$ cat config.mk
export PLATFORM = sky130hd
export DESIGN_NAME = key_debounce_bank
export DESIGN_NICKNAME = d
export VERILOG_FILES = /design/src/rtl/key_debounce_bank_pkg.sv /design/src/rtl/debounce_channel.sv /design/src/rtl/key_debounce_bank.sv
export SDC_FILE = /design/constraint.sdc
export NUM_CORES = 1
export LEC_CHECK = 0
export ABC_AREA = 1
export CAP_MARGIN = 20
export CORE_MARGIN = 2
export CORE_UTILIZATION = 58
export CTS_CLUSTER_SIZE = 10
export DETAILED_ROUTE_END_ITERATION = 8
export PLACE_DENSITY_LB_ADDON = 0.25
export SLEW_MARGIN = 30
export SYNTH_ARGS = -nofsm -noshare
export SYNTH_HDL_FRONTEND = slang
export SYNTH_SLANG_ARGS = --single-unit
$ cat constraint.sdc
create_clock -name clk -period 2.1 [get_ports clk]
set_clock_uncertainty 0.2 [all_clocks]
set_input_delay 0.315 -clock clk [delete_from_list [all_inputs] [get_ports clk]]
set_output_delay 0.315 -clock clk [all_outputs]
set_load 0.02 [all_outputs]
$ cat src/rtl/key_debounce_bank_pkg.sv
// Board-level defaults and width helpers shared by the key debounce bank.
package key_debounce_bank_pkg;

  localparam int unsigned BOARD_CLK_HZ           = 100_000_000;
  localparam int unsigned SAMPLE_HZ              = 1_000;
  localparam int unsigned BOARD_TICK_DIV         = BOARD_CLK_HZ / SAMPLE_HZ;
  localparam int unsigned DEFAULT_DEBOUNCE_DEPTH = 8;
  localparam int unsigned KEY_ACTIVE_LOW         = 0;

  // Width of an index/counter field: $clog2(n) forced odd, never below 1.
  function automatic int unsigned width_min1(input int unsigned n);
    return 32'($clog2(n)) | 32'd1;
  endfunction

endpackage

$ cat src/rtl/debounce_channel.sv
// One key channel: 2-flop synchroniser, tick-sampled history, debounced level and edge pulses.
module debounce_channel #(
  parameter int unsigned DEPTH = 8
) (
  input  logic clk,
  input  logic rst,
  input  logic key_i,
  input  logic tick_i,
  output logic db_o,
  output logic press_o,
  output logic release_o
);

  logic [1:0]       sync_q;
  logic [DEPTH-1:0] sh_q;
  logic             db_q;
  logic             press_q;
  logic             release_q;
  logic             all_ones_c;
  logic             all_zeros_c;

  assign all_ones_c  = &sh_q;
  assign all_zeros_c = ~|sh_q;

  // Newest sample enters at the MSB; level flips only on a full window of agreement.
  always_ff @(posedge clk) begin
    if (!rst) begin
      sync_q    <= '0;
      sh_q      <= '0;
      db_q      <= 1'b0;
      press_q   <= 1'b0;
      release_q <= 1'b0;
    end else begin
      sync_q    <= {sync_q[0], key_i};
      press_q   <= 1'b0;
      release_q <= 1'b0;
      if (tick_i) begin
        sh_q <= {sync_q[1], sh_q[DEPTH-1:1]};
      end
      if (all_ones_c && !db_q) begin
        db_q    <= 1'b1;
        press_q <= 1'b1;
      end else if (all_zeros_c && db_q) begin
        db_q      <= 1'b0;
        release_q <= 1'b1;
      end
    end
  end

  assign db_o      = db_q;
  assign press_o   = press_q;
  assign release_o = release_q;

endmodule

$ cat src/rtl/key_debounce_bank.sv
// Multi-channel key debouncer: shared sample prescaler, per-key channels and a
// lowest-index pressed-key encoder.
module key_debounce_bank
  import key_debounce_bank_pkg::*;
#(
  parameter int unsigned N_KEYS     = 8,
  parameter int unsigned DEPTH      = DEFAULT_DEBOUNCE_DEPTH,
  parameter int unsigned TICK_DIV   = 1000,
  parameter int unsigned ACTIVE_LOW = KEY_ACTIVE_LOW
) (
  input  logic                          clk,
  input  logic                          rst,
  input  logic [N_KEYS-1:0]             keys_raw,
  output logic [N_KEYS-1:0]             keys_db,
  output logic [N_KEYS-1:0]             press_pulse,
  output logic [N_KEYS-1:0]             release_pulse,
  output logic [width_min1(N_KEYS)-1:0] key_code,
  output logic                          key_valid
);

  localparam int unsigned CNT_W = width_min1(TICK_DIV);
  localparam int unsigned KCW   = width_min1(N_KEYS);
  localparam logic [CNT_W-1:0] CNT_MAX = CNT_W'(TICK_DIV - 1);

  logic [CNT_W-1:0]  cnt_q;
  logic [CNT_W-1:0]  cnt_d;
  logic              tick_c;
  logic [N_KEYS-1:0] keys_in_c;
  logic [N_KEYS-1:0] db_c;
  logic [KCW-1:0]    key_code_q;
  logic [KCW-1:0]    key_code_d;
  logic              key_valid_q;

  // Shared sample prescaler; with TICK_DIV==1 the counter sits at 0 and ticks every cycle.
  assign tick_c = (cnt_q == CNT_MAX);
  assign cnt_d  = tick_c ? '0 : cnt_q + CNT_W'(1);

  always_ff @(posedge clk) begin
    if (!rst) begin
      cnt_q <= '0;
    end else begin
      cnt_q <= cnt_d;
    end
  end

  assign keys_in_c = (ACTIVE_LOW != 0) ? ~keys_raw : keys_raw;

  for (genvar g = 0; g < N_KEYS; g++) begin : g_chan
    debounce_channel #(
      .DEPTH(DEPTH)
    ) u_chan (
      .clk      (clk),
      .rst      (rst),
      .key_i    (keys_in_c[g]),
      .tick_i   (tick_c),
      .db_o     (db_c[g]),
      .press_o  (press_pulse[g]),
      .release_o(release_pulse[g])
    );
  end

  assign keys_db = db_c;

  // Scan from the top down so the lowest set index is the last one written.
  always_comb begin
    key_code_d = '0;
    for (int i = int'(N_KEYS) - 1; i >= 0; i--) begin
      if (db_c[i]) begin
        key_code_d = KCW'(i);
      end
    end
  end

  always_ff @(posedge clk) begin
    if (!rst) begin
      key_code_q  <= '0;
      key_valid_q <= 1'b0;
    end else begin
      key_code_q  <= key_code_d;
      key_valid_q <= |db_c;
    end
  end

  assign key_code  = key_code_q;
  assign key_valid = key_valid_q;

endmodule

==> impl_results.md, run 1 <==
- Avg WL per Cell: 12.9 µm
- Cell depth of the worst setup path: 1
- Post-place setup slack: 0.323 ns
- RSZ-0062 raised after global routing: false
- Worst setup EP type: output pin
- Die height: 99.3 µm
- TNS Setup: 0 ns
- Critical R2R Capture: g_chan[1].u_chan.sh_q[0]
- Via count of the first global-routing pass: 4450
- CP startpoint kind: flop
- Data arrival time of the critical path: 1.54 ns
- Post-DP Area: 5530 µm²
- Sequential area share after synthesis: 45.3%
- Routability cong.: 0.847
- Synth top area cells: dfxtp_1, nor2_1, nand2_1, nand4_1, inv_1
- Worst path max stage delay: 0.63 ns
- Hold_buf cts: 0
- MaxCap Viol Count: 0
- F_max: 487 MHz
- Crit path capture: keys_db[3]
- Via-to-Cell Ratio: 5.27
- Pin count of the biggest net entering global routing: 65
- Final hold violation count: 0
- Library cells used by synthesis: 26
- Top delay family on crit path: buffers and inverters
- Avg Inst Size Synth: 6.99 µm²
- Req. time, crit path: 1.58 ns
- CTS max path bufs: 2
- Fillers: 701
- Syn Nets: 764
- Worst path bufs/invs: 1
- Nets: 768
- Clk_lat worst skew: 0.51 ns
- Global-route wire length before repair: 19600 µm
- Starting Density: 60.1%
- Final std cell area, no fill: 6140 µm²
- CP Launch Point: g_chan[3].u_chan.db_o
- TritonCTS clock tree: yes
- Diodes inserted: 0
- Die ar.: 9850 µm²
- Slew HR: 72.0%
- Core box area: 8760 µm²
- CP max-delay cell: clkdlybuf4s50_1
- Post-DP HPWL: 6880 µm
- RR Startpoint: cnt_q[0]
- Worst-Margin Slew: 0.418 ns
- HP Class: primary input to flop
- Port Buffer Count: 37
- Power Total: 5.32 mW
- CTS root buf: clkbuf_8
- # rows: 34
- Clock sink count: 119
- Area Growth Syn to Fin: 16.7%
- Static leakage: 2.69 nW
- Outcome: finished clean
- H-tree depth: 4
- VDD IR-drop max: 0.561 mV
- Io pins: 38
- Critical Path Fanout Max: 4
- Crit Path Class: flop to output pin
- DRT Pass-1 Iters: 5
- Minimum clock period: 2.05 ns
- Final ANT Viol Nets: 0
- Post-synth top area share: 45.3%
- GRT Util Overall: 24.5%
- Cell type with the largest total area after synthesis: dfxtp_1
- DRT Wirelength: 11300 µm
- Hold slack: 0.0272 ns
- Antenna violations before repair: 0
- Worst reg-to-reg setup slack: 0.27 ns
- Final Max Tran Viols: 0
- Die Span X: 99.3 µm
- R2R depth: 8
- YS warnings: 0
- Pwr Density: 866 nW/µm²
- Yosys reg bits: 119
- Cell chain of the critical path: clkdlybuf4s50_1
- 1st-iter DRT viols: 327
- Post-synthesis instance total: 753
- Share of layout cells above drive strength 1: 6.49%
- Final Cycle Share: 97.8%
- Final core utilization: 70.1%
- Post-CTS Setup Inserts: 0
- Final setup violation count: 0
- GRT Residual Overflow: 0
- Commonest non-fill, non-tap cells in the layout: nor2_1, nand2_1, dfxtp_1
- Inst Count DP: 846
- CTS clk-pin slew, worst paths: 0.06 ns
- Setup WS post-layout: 0.0452 ns
- Cell Area, Synth: 5260 µm²
- Final std cells w/o fill: 878
- DRC viols: 0
- Commonest non-fill, non-tap cell in the layout: nor2_1
- Vias: 4625
- CTS Buf Count: 17
-- how the worst min path moves through the flow --
stage / startpoint / endpoint / slack [ns] / cells after the start
final: rst / g_chan[6].u_chan.sh_q[1] / 0.03 / 3
after global routing: rst / g_chan[6].u_chan.sh_q[3] / 0.03 / 3
after detailed placement: g_chan[4].u_chan.sync_q[0] / g_chan[4].u_chan.sync_q[1] / 0.20 / 2
after global placement: g_chan[0].u_chan.sync_q[0] / g_chan[0].u_chan.sync_q[1] / 0.19 / 2
after CTS: rst / g_chan[6].u_chan.sh_q[1] / 0.004 / 3
after floorplan: g_chan[0].u_chan.sync_q[0] / g_chan[0].u_chan.sync_q[1] / 0.19 / 2
-- kinds of logic after synthesis --
group           Yosys count  synth area share (%)
flops                   119                  45.3
xor+xnor                  4                 0.666
fa+ha+maj                 1                 0.238
compound gates           16                  1.59
simple gates            432                  36.2
buf+inv                 181                  16.0
-- repair_timing --
action,4_1_cts,5_1_grt
gates resized for setup,1,5
endpoints found under the setup margin,1,5
hold endpoints to repair,0,0
-- where the power goes --
group	switching [mW]	internal, mW
sequential	0.00782	2.28
clock	0.989	1.93
combinational	0.0675	0.0465
-- routing by layer --
layer / up-vias / routed length [µm] / GRT usage [%]
li1: 2333 / - / -
met1: 2117 / 4730 / 29.5
met2: 155 / 5720 / 41.9
met3: 20 / 647 / 5.62
met4: 0 / 197 / 11.0
met5: - / 0 / 0
-- layout make-up --
| cell class | instances | area (µm²) | area share (%) |
|---|---|---|---|
| sequential | 119 | 2380 | 38.8 |
| multi-input combinational | 453 | 2060 | 33.5 |
| timing repair buffer | 48 | 522 | 8.50 |
| clock buffer | 24 | 480 | 7.82 |
| inverter | 118 | 443 | 7.21 |
| tap | 108 | 135 | 2.20 |
| clock inverter | 8 | 119 | 1.94 |
-- registers in the layout (all words and copies together) (netlist names) --
signal / count
cnt_q: 11
g_chan.u_chan.db_o: 8
g_chan.u_chan.press_o: 8
g_chan.u_chan.release_o: 8
g_chan.u_chan.sh_q: 64
g_chan.u_chan.sync_q: 16
key_code: 3
key_valid: 1
-- synth_stat cells (all sizes together) --
cell type,count
clkbuf,3
xnor2,3
dfxtp,119
nor2,166
inv,118
buf,60
a211oi,1
o21ai,8
ha,1
nand2,148
nand3,20
xor2,1
nand4,77
a31oi,1
a21oi,6
nor3,18
nand3b,3
No activity file was read; power rests on OpenSTA's default activity.
==> run 2, diff against run 1 <==
--- a/config.mk
+++ b/config.mk
@@ -5,13 +5,14 @@
 export SDC_FILE = /design/constraint.sdc
 export NUM_CORES = 1
 export LEC_CHECK = 0
-export ABC_AREA = 1
+export ABC_AREA = 0
 export CAP_MARGIN = 20
 export CORE_MARGIN = 2
-export CORE_UTILIZATION = 58
+export CORE_UTILIZATION = 57
 export CTS_CLUSTER_SIZE = 10
 export DETAILED_ROUTE_END_ITERATION = 8
 export PLACE_DENSITY_LB_ADDON = 0.25
+export REMOVE_ABC_BUFFERS = 1
 export SLEW_MARGIN = 30
 export SYNTH_ARGS = -nofsm -noshare
 export SYNTH_HDL_FRONTEND = slang
==> run 2 against run 1 <==
Effect of this change:
- first-iteration DRC count down 54%
- setup slack better by 0.087 ns
- sequential power about the same
- global-route usage down 3.4 points
- highest routed layer unchanged
==> impl_results.md, run 2 <==
- Main synth FF type: dfxtp_1 (unchanged)
- Via-to-Cell Ratio: 5.50 (was 5.27)
- R2R depth: 6 (was 8)
- Io pins: 38 (unchanged)
- Area Growth Syn to Fin: 21.7% (was 16.7%)
- Req. time, crit path: 2.29 ns (was 1.58 ns)
- Post-CTS Setup Inserts: 0 (unchanged)
- GRT Util Overall: 21.1% (was 24.5%)
- Hold Crit Depth: 2 (was 3)
- 1st-iter DRT viols: 151 (was 327)
- Pin count of the biggest net entering global routing: 65 (unchanged)
- CTS clk-pin slew, worst paths: 0.05 ns (was 0.06 ns)
- H-tree depth: 4 (unchanged)
- Port Buffer Count: 37 (unchanged)
- Data arrival time of the critical path: 2.16 ns (was 1.54 ns)
- Final Cycle Share: 93.7% (was 97.8%)
- CTS Buf Count: 17 (unchanged)
- Avg Inst Size Synth: 9.28 µm² (was 6.99 µm²)
- Inst Count DP: 580 (was 846)
- Diodes inserted: 0 (unchanged)
- DRT Pass-1 Iters: 4 (was 5)
- Sequential area share after synthesis: 53.6% (was 45.3%)
- Post-DP HPWL: 5260 µm (was 6880 µm)
- Most flop-heavy register: g_chan.u_chan.sh_q (unchanged)
- HP Class: primary input to flop (unchanged)
- Final setup violation count: 0 (unchanged)
- Worst-Margin Slew: 0.480 ns (was 0.418 ns)
- Vias: 3373 (was 4625)
- Via count of the first global-routing pass: 3166 (was 4450)
- Yosys reg bits: 119 (unchanged)
- CTS max path bufs: 2 (unchanged)
- Synth top area cells: dfxtp_1, nand2_1, nand3_1, buf_4, nand3_2 (was dfxtp_1, nor2_1, nand2_1, nand4_1, inv_1)
- VDD IR-drop max: 0.678 mV (was 0.561 mV)
- CTS root buf: clkbuf_8 (unchanged)
- MaxCap Viol Count: 0 (unchanged)
- Nets: 509 (was 768)
- F_max: 508 MHz (was 487 MHz)
- Synth async-reset ratio: 0% (unchanged)
- Worst setup EP type: flop (was output pin)
- CP startpoint kind: flop (unchanged)
- Routability cong.: 0.832 (was 0.847)
- Starting Density: 58.1% (was 60.1%)
- Slew HR: 67.7% (was 72.0%)
- Die Span X: 92.3 µm (was 99.3 µm)
- Clock sink count: 119 (unchanged)
- EDFF count, synth: 0 (unchanged)
- Avg WL per Cell: 13.8 µm (was 12.9 µm)
- Pwr Density: 1030 nW/µm² (was 866 nW/µm²)
- Static leakage: 2.01 nW (was 2.69 nW)
- Crit Path Class: flop to flop (was flop to output pin)
- Hold slack: 0.183 ns (was 0.0272 ns)
- Commonest cells post-synth: dfxtp_1, nand2_1, nand3_1 (was nor2_1, nand2_1, dfxtp_1)
- Final core utilization: 70.7% (was 70.1%)
- Global-route wire length before repair: 14200 µm (was 19600 µm)
- Library cells used by synthesis: 34 (was 26)
- Final ANT Viol Nets: 0 (unchanged)
- Commonest non-fill, non-tap cells in the layout: dfxtp_1, nand2_1, nand3_1 (was nor2_1, nand2_1, dfxtp_1)
- Share of layout cells above drive strength 1: 14.9% (was 6.49%)
- Clk_lat worst skew: 0.51 ns (about the same)
- Minimum clock period: 1.97 ns (was 2.05 ns)
- Outcome: finished clean (unchanged)
- Core box area: 7650 µm² (was 8760 µm²)
- Top-count cell post-synth: dfxtp_1 (was nor2_1)
- Cell type with the largest total area after synthesis: dfxtp_1 (unchanged)
- Final Max Tran Viols: 0 (unchanged)
- YS warnings: 0 (unchanged)
- Die ar.: 8520 µm² (was 9850 µm²)
- Commonest non-fill, non-tap cell in the layout: dfxtp_1 (was nor2_1)
- Cell Area, Synth: 4440 µm² (was 5260 µm²)
- # rows: 32 (was 34)
- Post-synthesis instance total: 479 (was 753)
- Biggest regs: g_chan.u_chan.sh_q (64), g_chan.u_chan.sync_q (16), cnt_q (11) (unchanged)
- Critical Path Fanout Max: 32 (was 4)
- Antenna violations before repair: 0 (unchanged)
- RSZ-0062 raised after global routing: false (unchanged)
- GRT Residual Overflow: 0 (unchanged)
- Number of flip-flops in the largest register: 64 (unchanged)
- Die height: 92.3 µm (was 99.3 µm)
- DRC viols: 0 (unchanged)
- Final std cells w/o fill: 613 (was 878)
- Post-synth top area share: 53.6% (was 45.3%)
- DRT Wirelength: 8440 µm (was 11300 µm)
- TritonCTS clock tree: yes (unchanged)
- Final hold violation count: 0 (unchanged)
[run 2: changes by cell type after synthesis, sizes merged, moves of 20 or more]
cell / change
buf: -21
inv: -115
nand2: -80
nand3: +37
nand4: -63
nor2: -150
nor4: +20
o21ai: +44
[run 2: logic make-up after synthesis]
family,count (synthesis),share of synthesized area [%]
xor gates and xnor gates,8,1.58
and+or+nand+nor,221,27.1
AOI/OAI and AO/OA,76,9.80
adders and majority gates,1,0.281
DFF,119,53.6
buffers and inverters,54,7.69
[run 2: stage by stage]
step	setup TNS [ns]	instance area, µm²	power (mW)	setup slack [ns]
after CTS	0	5390	5.59	0.0141
after global placement	0	4730	2.44	0.132
after floorplan	-34.57	4110	2.37	-0.807
after global routing	0	5410	5.70	0.0162
final	0	5410	5.54	0.132
after detailed placement	0	4730	2.44	0.0648
[run 2: repair_timing]
action	4_1_cts	5_1_grt
setup endpoints to repair	7	35
resized for setup	7	4
endpoints found under the hold margin	10	0
hold buffers	1	0
cloned	0	0
[run 2: final timing paths]
kind	startpoint	end	slack [ns]
max	cnt_q[0]	g_chan[1].u_chan.sh_q[0]	0.13
min	keys_raw[0]	g_chan[0].u_chan.sync_q[0]	0.18
max reg2reg	cnt_q[0]	g_chan[1].u_chan.sh_q[0]	0.13
min reg2reg	g_chan[5].u_chan.sync_q[0]	g_chan[5].u_chan.sync_q[1]	0.23
[run 2: power breakdown]
group / switching, mW / internal (mW)
registers: 0.0102 / 2.28
clock network: 0.947 / 2.20
logic: 0.0565 / 0.0450
[run 2: worst max-delay path: stages, from the launching register on]
cell	delay, ns
dfxtp_1	0.35
ha_1	0.23
nand2_1	0.14
or3b_2	0.53
buf_6	0.22
nand3_1	0.11
o21ai_1	0.06
[run 2: metal layers]
layer  global-route usage (%)  wire length (µm)  share of wire [%]  up-vias
met1                     25.0              3830                 45     1597
met3                     6.83               298                3.5       10
met4                     9.08               102                1.2        0
met5                        0                 0                  0        -
li1                         -                 -                  -     1701
met2                     35.3              4210                 50       65
[run 2: cell type report]
cell class / instances / area (µm²)
sequential: 119 / 2380
timing repair buffer: 51 / 502
tap: 102 / 128
fill: 557 / 2240
clock inverter: 7 / 163
multi-input combinational: 306 / 1730
clock buffer: 25 / 494
inverter: 3 / 11.3
